--- src/rtl/fifo_queue_if.sv ---
// Producer/consumer bundle for fifo_queue: push/din in, pop/dout/dout_valid out, plus status.
interface fifo_queue_if #(
    parameter int WIDTH = 8,
    parameter int AW    = 3
);
    // push/pop are requests, not handshakes. A request is taken at posedge only if the
    // queue can honour it (push needs ~full, pop needs ~empty). Rejected requests have no
    // effect other than the optional error flags. dout_valid pulses one cycle after a taken pop.
    logic             push;
    logic             pop;
    logic [WIDTH-1:0] din;
    logic [WIDTH-1:0] dout;
    logic             dout_valid;
    logic             full;
    logic             empty;
    logic [AW:0]      count;
    logic             overflow;
    logic             underflow;

    modport master (
        output push, pop, din,
        input  dout, dout_valid, full, empty, count, overflow, underflow
    );

    modport slave (
        input  push, pop, din,
        output dout, dout_valid, full, empty, count, overflow, underflow
    );
endinterface

--- src/rtl/fifo_queue.sv ---
// Synchronous FIFO, 2**AW x WIDTH, registered read data with a 1-cycle valid pulse.
// Optional sticky overflow/underflow flags are built when FIFO_ERR_FLAGS_EN is defined.
module fifo_queue #(
    parameter int WIDTH = 8,
    parameter int AW    = 3
) (
    input logic          clk,
    input logic          rst,
    fifo_queue_if.slave  bus
);
    localparam int          DEPTH  = 1 << AW;
    localparam logic [AW:0] C_FULL = DEPTH[AW:0];

    logic [WIDTH-1:0] r_mem [DEPTH];
    logic [AW-1:0]    r_wr_ptr;
    logic [AW-1:0]    r_rd_ptr;
    logic [AW:0]      r_count;
    logic [WIDTH-1:0] r_dout;
    logic             r_dout_valid;

    logic w_full;
    logic w_empty;
    logic w_push_ok;
    logic w_pop_ok;

    assign w_full    = (r_count == C_FULL);
    assign w_empty   = (r_count == '0);
    assign w_push_ok = bus.push & ~w_full;
    assign w_pop_ok  = bus.pop & ~w_empty;

    // Storage carries no reset; stale words are unreachable once the pointers are cleared.
    always_ff @(posedge clk) begin
        if (w_push_ok) begin
            r_mem[r_wr_ptr] <= bus.din;
        end
    end

    always_ff @(posedge clk or posedge rst) begin
        if (rst) begin
            r_wr_ptr     <= '0;
            r_rd_ptr     <= '0;
            r_count      <= '0;
            r_dout       <= '0;
            r_dout_valid <= 1'b0;
        end else begin
            if (w_push_ok) begin
                r_wr_ptr <= r_wr_ptr + 1'b1;
            end
            if (w_pop_ok) begin
                r_dout   <= r_mem[r_rd_ptr];
                r_rd_ptr <= r_rd_ptr + 1'b1;
            end
            r_dout_valid <= w_pop_ok;
            case ({w_push_ok, w_pop_ok})
                2'b10:   r_count <= r_count + 1'b1;
                2'b01:   r_count <= r_count - 1'b1;
                default: r_count <= r_count;
            endcase
        end
    end

`ifdef FIFO_ERR_FLAGS_EN
    logic r_overflow;
    logic r_underflow;

    always_ff @(posedge clk or posedge rst) begin
        if (rst) begin
            r_overflow  <= 1'b0;
            r_underflow <= 1'b0;
        end else begin
            if (bus.push && w_full) begin
                r_overflow <= 1'b1;
            end
            if (bus.pop && w_empty) begin
                r_underflow <= 1'b1;
            end
        end
    end

    assign bus.overflow  = r_overflow;
    assign bus.underflow = r_underflow;
`else
    assign bus.overflow  = 1'b0;
    assign bus.underflow = 1'b0;
`endif

    assign bus.dout       = r_dout;
    assign bus.dout_valid = r_dout_valid;
    assign bus.full       = w_full;
    assign bus.empty      = w_empty;
    assign bus.count      = r_count;
endmodule
--- src/flat_wrapper.sv ---
// flat-port wrapper written by rule: the top's interface ports become plain ports
module fifo_queue_flat 
#(
    parameter int WIDTH = 8,
    parameter int AW    = 3
)
  (clk, rst, bus_push, bus_pop, bus_din, bus_dout, bus_dout_valid, bus_full, bus_empty, bus_count, bus_overflow, bus_underflow);
  fifo_queue_if #(.WIDTH(WIDTH), .AW(AW)) bus_i ();
  input logic clk;
  input logic rst;
  input wire logic [$bits(bus_i.push)-1:0] bus_push;
  input wire logic [$bits(bus_i.pop)-1:0] bus_pop;
  input wire logic [$bits(bus_i.din)-1:0] bus_din;
  output wire logic [$bits(bus_i.dout)-1:0] bus_dout;
  output wire logic [$bits(bus_i.dout_valid)-1:0] bus_dout_valid;
  output wire logic [$bits(bus_i.full)-1:0] bus_full;
  output wire logic [$bits(bus_i.empty)-1:0] bus_empty;
  output wire logic [$bits(bus_i.count)-1:0] bus_count;
  output wire logic [$bits(bus_i.overflow)-1:0] bus_overflow;
  output wire logic [$bits(bus_i.underflow)-1:0] bus_underflow;
  assign bus_i.push = bus_push;
  assign bus_i.pop = bus_pop;
  assign bus_i.din = bus_din;
  assign bus_dout = bus_i.dout;
  assign bus_dout_valid = bus_i.dout_valid;
  assign bus_full = bus_i.full;
  assign bus_empty = bus_i.empty;
  assign bus_count = bus_i.count;
  assign bus_overflow = bus_i.overflow;
  assign bus_underflow = bus_i.underflow;
  fifo_queue #(.WIDTH(WIDTH), .AW(AW)) u_core (.clk(clk), .rst(rst), .bus(bus_i));
endmodule
--- config.mk ---
export PLATFORM = sky130hd
export DESIGN_NAME = fifo_queue_flat
export DESIGN_NICKNAME = d
export VERILOG_FILES = /design/src/rtl/fifo_queue_if.sv /design/src/rtl/fifo_queue.sv /design/src/flat_wrapper.sv
export SDC_FILE = /design/constraint.sdc
export NUM_CORES = 1
export LEC_CHECK = 0
export BUFFER_PORTS_ARGS = -buffer_cell sky130_fd_sc_hd__buf_2
export CAP_MARGIN = 20
export CORE_ASPECT_RATIO = 0.5
export CORE_MARGIN = 4
export CORE_UTILIZATION = 63
export CTS_CLUSTER_DIAMETER = 200
export DETAILED_ROUTE_END_ITERATION = 8
export GPL_TIMING_DRIVEN = 0
export PLACE_DENSITY = 0.83
export SYNTH_ARGS = -nofsm -noshare
export SYNTH_HDL_FRONTEND = slang
export SYNTH_SLANG_ARGS = --single-unit
--- constraint.sdc ---
create_clock -name clk -period 4.9 [get_ports clk]
set_clock_uncertainty 0.15 [all_clocks]
set_input_delay 0.98 -clock clk [delete_from_list [all_inputs] [get_ports clk]]
set_output_delay 0.98 -clock clk [all_outputs]
set_load 0.005 [all_outputs]
==> summary.txt <==
Global routing
  • Number of global-route vias before repair: between 1500 and 2000
  • First-pass GRT wire length: a little over 10000 um
  • GRT Total Usage: 21.1%
  • Initial antenna violation count: 0
  • Largest net degree at the start of global routing: 20
  • Layer carrying the most global-route usage: met2
  • GR Layer Usage met1: 26.6%
  • Met3 GRT Util: 8.09%
  • Met2 Use GR: 34.4%
  • GRT Residual Overflow: 0

Final layout
  • Multi-input gate area: 927 sq um
  • Layout cells sized above 1: between 20% and 30%
  • P&R area growth vs syn: 13.3%
  • Layout Nets: 280
  • Seq. cell area: 2400 sq um
  • Filler Cells Inserted: 300
  • Finished Cell Area: just under 4000 sq um
  • Final Util: between 70% and 80%
  • ANT cells: 0

STA
  • Rel. slew slack: 50.4%
  • Fmax: between 300 and 400 MHz
  • Final worst-path cycle share: 63.8%
  • Pins Over Slew Limit: 0
  • Final hold vios: 0
  • # setup viols final: 0
  • Hold slack: about 0.34 ns
  • Setup WS post-layout: 1.77 ns
  • Setup TNS: 0 ns
  • RSZ-0062 raised after global routing: no
  • Fin crit period: 3.13 ns
  • Worst slew pin tran: around 0.74 ns

Die
  • IO Pins: 29
  • Core area: a little over 5000 sq um
  • Chip Height: 60.3 um
  • Rows: 18
  • Die ar.: 6790 sq um
  • Die Wd: 113 um
  • Starting density of the core: 67.4%

Synth
  • Adder-cell area share of the yosys netlist: 2.40%
  • Multiplexer area fraction after synthesis: roughly 10%
  • Flops & latches, synth: 83
  • Post-synthesis simple-gate area fraction: approximately 6.1%
  • Syn avg cell area: 15.5 sq um
  • Post-Synthesis Cells: 222
  • Compound-gate portion of the synthesized area: 6.75%
  • Primary FF master, synth: edfxtp_1
  • Post-Syn Area: 3450 sq um
  • Post-synthesis xor/xnor area fraction: 1.27%
  • Largest family of logic cells by synthesized area: multiplexers
  • Post-synth EDFFs: 64
  • Seq/Total Area, Yosys: 69.6%
  • FFs w/ async S/R, synth: 22.9%
  • Synth unique cells: 36
  • Yosys warning count: 0

Worst hold path
  • Hold EP: u_core.bus.dout[5]
  • Worst Hold Class: reg -> reg
  • Hold_sp: u_core.bus.dout[5]
  • WHS Path Cells: 2

Clock tree
  • Clock Path Buffers: 2
  • CTS sink count: 83
  • Htree depth: 3
  • TritonCTS clock tree: built
  • Clock root buffer master: clkbuf_8
  • CTS resizes: 0
  • Post-CTS Setup Inserts: 0
  • Hold_buf cts: 0
  • Worst skew pair latency: 0.35 ns
  • Worst-path clk slew: 0.08 ns
  • Num CTS Buffers: 9

Power and ir drop
  • P per Cell Area: 604 nW/um^2
  • VDD IR max: around 280 uV
  • Pint: 1.58 mW
  • Gate power share: 34.0%
  • NetSw: ~780 uW
  • Part of the power in registers: 43.4%
  • Clk pwr share: 22.6%
  • Sw frac: 33.2%
  • Leak: 1.51 nW

Critical path
  • R2r startpoint: u_core.bus.count[0]
  • WS Path Type: reg -> reg
  • CP Cell Sequence: buf_6 > o41ai_4 > inv_2 > ha_1 > ha_1 > a21o_2 > a2111oi_0 > nand4b_1 > nand3_1
  • CP max FO: 10
  • Worst Reg-to-Reg Cells: 9
  • Startpoint type of the worst setup path: flip-flop
  • Crit path top cell by count: ha_1
  • CP Data Required Time: 4.98 ns
  • CP endpoint kind: flip-flop
  • R2R setup slack: 1.77 ns
  • Cell at the slowest stage of the critical path: o41ai_4
  • Worst Path Buf+Inv: 2
  • CP top delay family: compound AO/OA/AOI/OAI gates
  • Setup crit start: u_core.bus.count[0]
  • Arr. time, crit path: around 3.2 ns
  • Worst r2r dst: u_core.bus.count[3]
  • Slowest stage delay, CP: around 0.70 ns

Placement
  • Detail Placement HPWL: 4410 um
  • Area after DPL: 3670 sq um
  • Port Buffer Count: 26
  • Final Wtd Congestion: 0.853
  • Worst slack, placed: 1.63 ns

Route
  • Post-route ant nets: 0
  • Avg WL per Cell: between 15 and 20 um
  • Vias per std cell: 5.85
  • WL final: 6530 um
  • Initial drt markers: 159
  • # DRC: 0
  • Pre-antenna DRT Iters: 5
  • DR vias: 1973

Run
  • Max-Cap Viols: 0

Run status
  • Outcome: complete, no violations
[power groups by stage]
| stage | Sequential, mW | Combinational [mW] | Clock [mW] |
|---|---|---|---|
| 6_report | 1.02 | 0.801 | 0.533 |
| 5_1_grt | 1.04 | 0.869 | 0.570 |
| 3_3_place_gp | 1.02 | 0.749 | 0 |
| 3_5_place_dp | 1.04 | 0.787 | 0 |
| 2_1_floorplan | 1.02 | 0.560 | 0 |
| 4_1_cts | 1.02 | 0.800 | 0.537 |
[per-stage QoR]
stage,power [mW],cells
after floorplan,1.58,223
after global placement,1.77,319
after detailed placement,1.82,319
after CTS,2.36,335
after global routing,2.48,337
final,2.36,337
[logic make-up after synthesis]
logic type	count (synthesis)
flip-flops	83
AND/OR/NAND/NOR	47
multiplexers	33
AO/OA/AOI/OAI	30
buffers and inverters	17
adder cells (fa/ha/maj)	6
XOR/XNOR	5
other	1
[cell type report]
cell class                      count  share of cell area [%]
Sequential cell                    83                    61.4
Multi-Input combinational cell    123                    23.8
Timing Repair Buffer               28                    3.66
Clock buffer                        9                    3.17
Buffer                             11                    2.63
Clock inverter                      7                    2.53
Tap cell                           70                    2.24
Inverter                            6                   0.577
[synth_stat cells (all sizes together), types with 2 or more instances]
library cell	instances	share of area (%)
dfrtp	19	14
xnor2	4	1.0
mux2	16	5.2
nand2	24	2.6
nand3	2	0.29
nand2b	4	0.73
nor2	8	0.87
nor3	4	0.58
ha	5	1.8
mux2i	17	4.9
o22ai	8	1.5
inv	6	0.65
a221o	8	2.3
o21ai	9	1.3
buf	9	2.8
clkbuf	2	0.22
edfxtp	64	56
[worst register-to-register path, cell delays in order (launching register included)]
cell and delay [ns]:
dfrtp_1 0.39, buf_6 0.14, o41ai_4 0.70, inv_2 0.14, ha_1 0.29, ha_1 0.29
a21o_2 0.23, a2111oi_0 0.43, nand4b_1 0.17, nand3_1 0.08
[flip-flops by register name, indices dropped and copies added, names as in the netlist]
signal,count
u_core.r_mem,64
u_core.bus.dout,8
u_core.bus.count,4
u_core.r_rd_ptr,3
u_core.r_wr_ptr,3
u_core.bus.dout_valid,1
[cells in the final DEF, fill, tap and decap left out, types with 3 or more instances in the layout]
master / netlist / final
a221o_1: 8 / 8
buf_2: 0 / 26
buf_4: 3 / 3
buf_6: 3 / 3
clkbuf_8: 0 / 9
dfrtp_1: 19 / 19
edfxtp_1: 64 / 64
ha_1: 5 / 5
inv_1: 5 / 5
mux2_2: 16 / 16
mux2i_1: 17 / 17
nand2_1: 24 / 24
nand2b_1: 4 / 4
nor2_1: 8 / 8
nor3_1: 4 / 4
o21ai_1: 8 / 8
o22ai_1: 8 / 8
xnor2_1: 4 / 4
[worst max-delay path by stage]
| stage | to | slack (ns) | cells after the start |
|---|---|---|---|
| 3_5_place_dp | u_core.bus.count[3] | 1.63 | 9 |
| 5_1_grt | u_core.bus.count[3] | 1.64 | 9 |
| 6_report | u_core.bus.count[3] | 1.77 | 9 |
| 4_1_cts | u_core.bus.count[3] | 1.78 | 9 |
| 2_1_floorplan | u_core.bus.count[3] | 2.02 | 8 |
| 3_3_place_gp | u_core.bus.count[3] | 1.79 | 9 |
[metal layers]
metal / wire length (um) / part of all wire [%]
met4: 88 / 1.3
met1: 2740 / 42
met5: 0 / 0
met2: 3030 / 46
met3: 669 / 10
(Power assumes the default switching activity.)
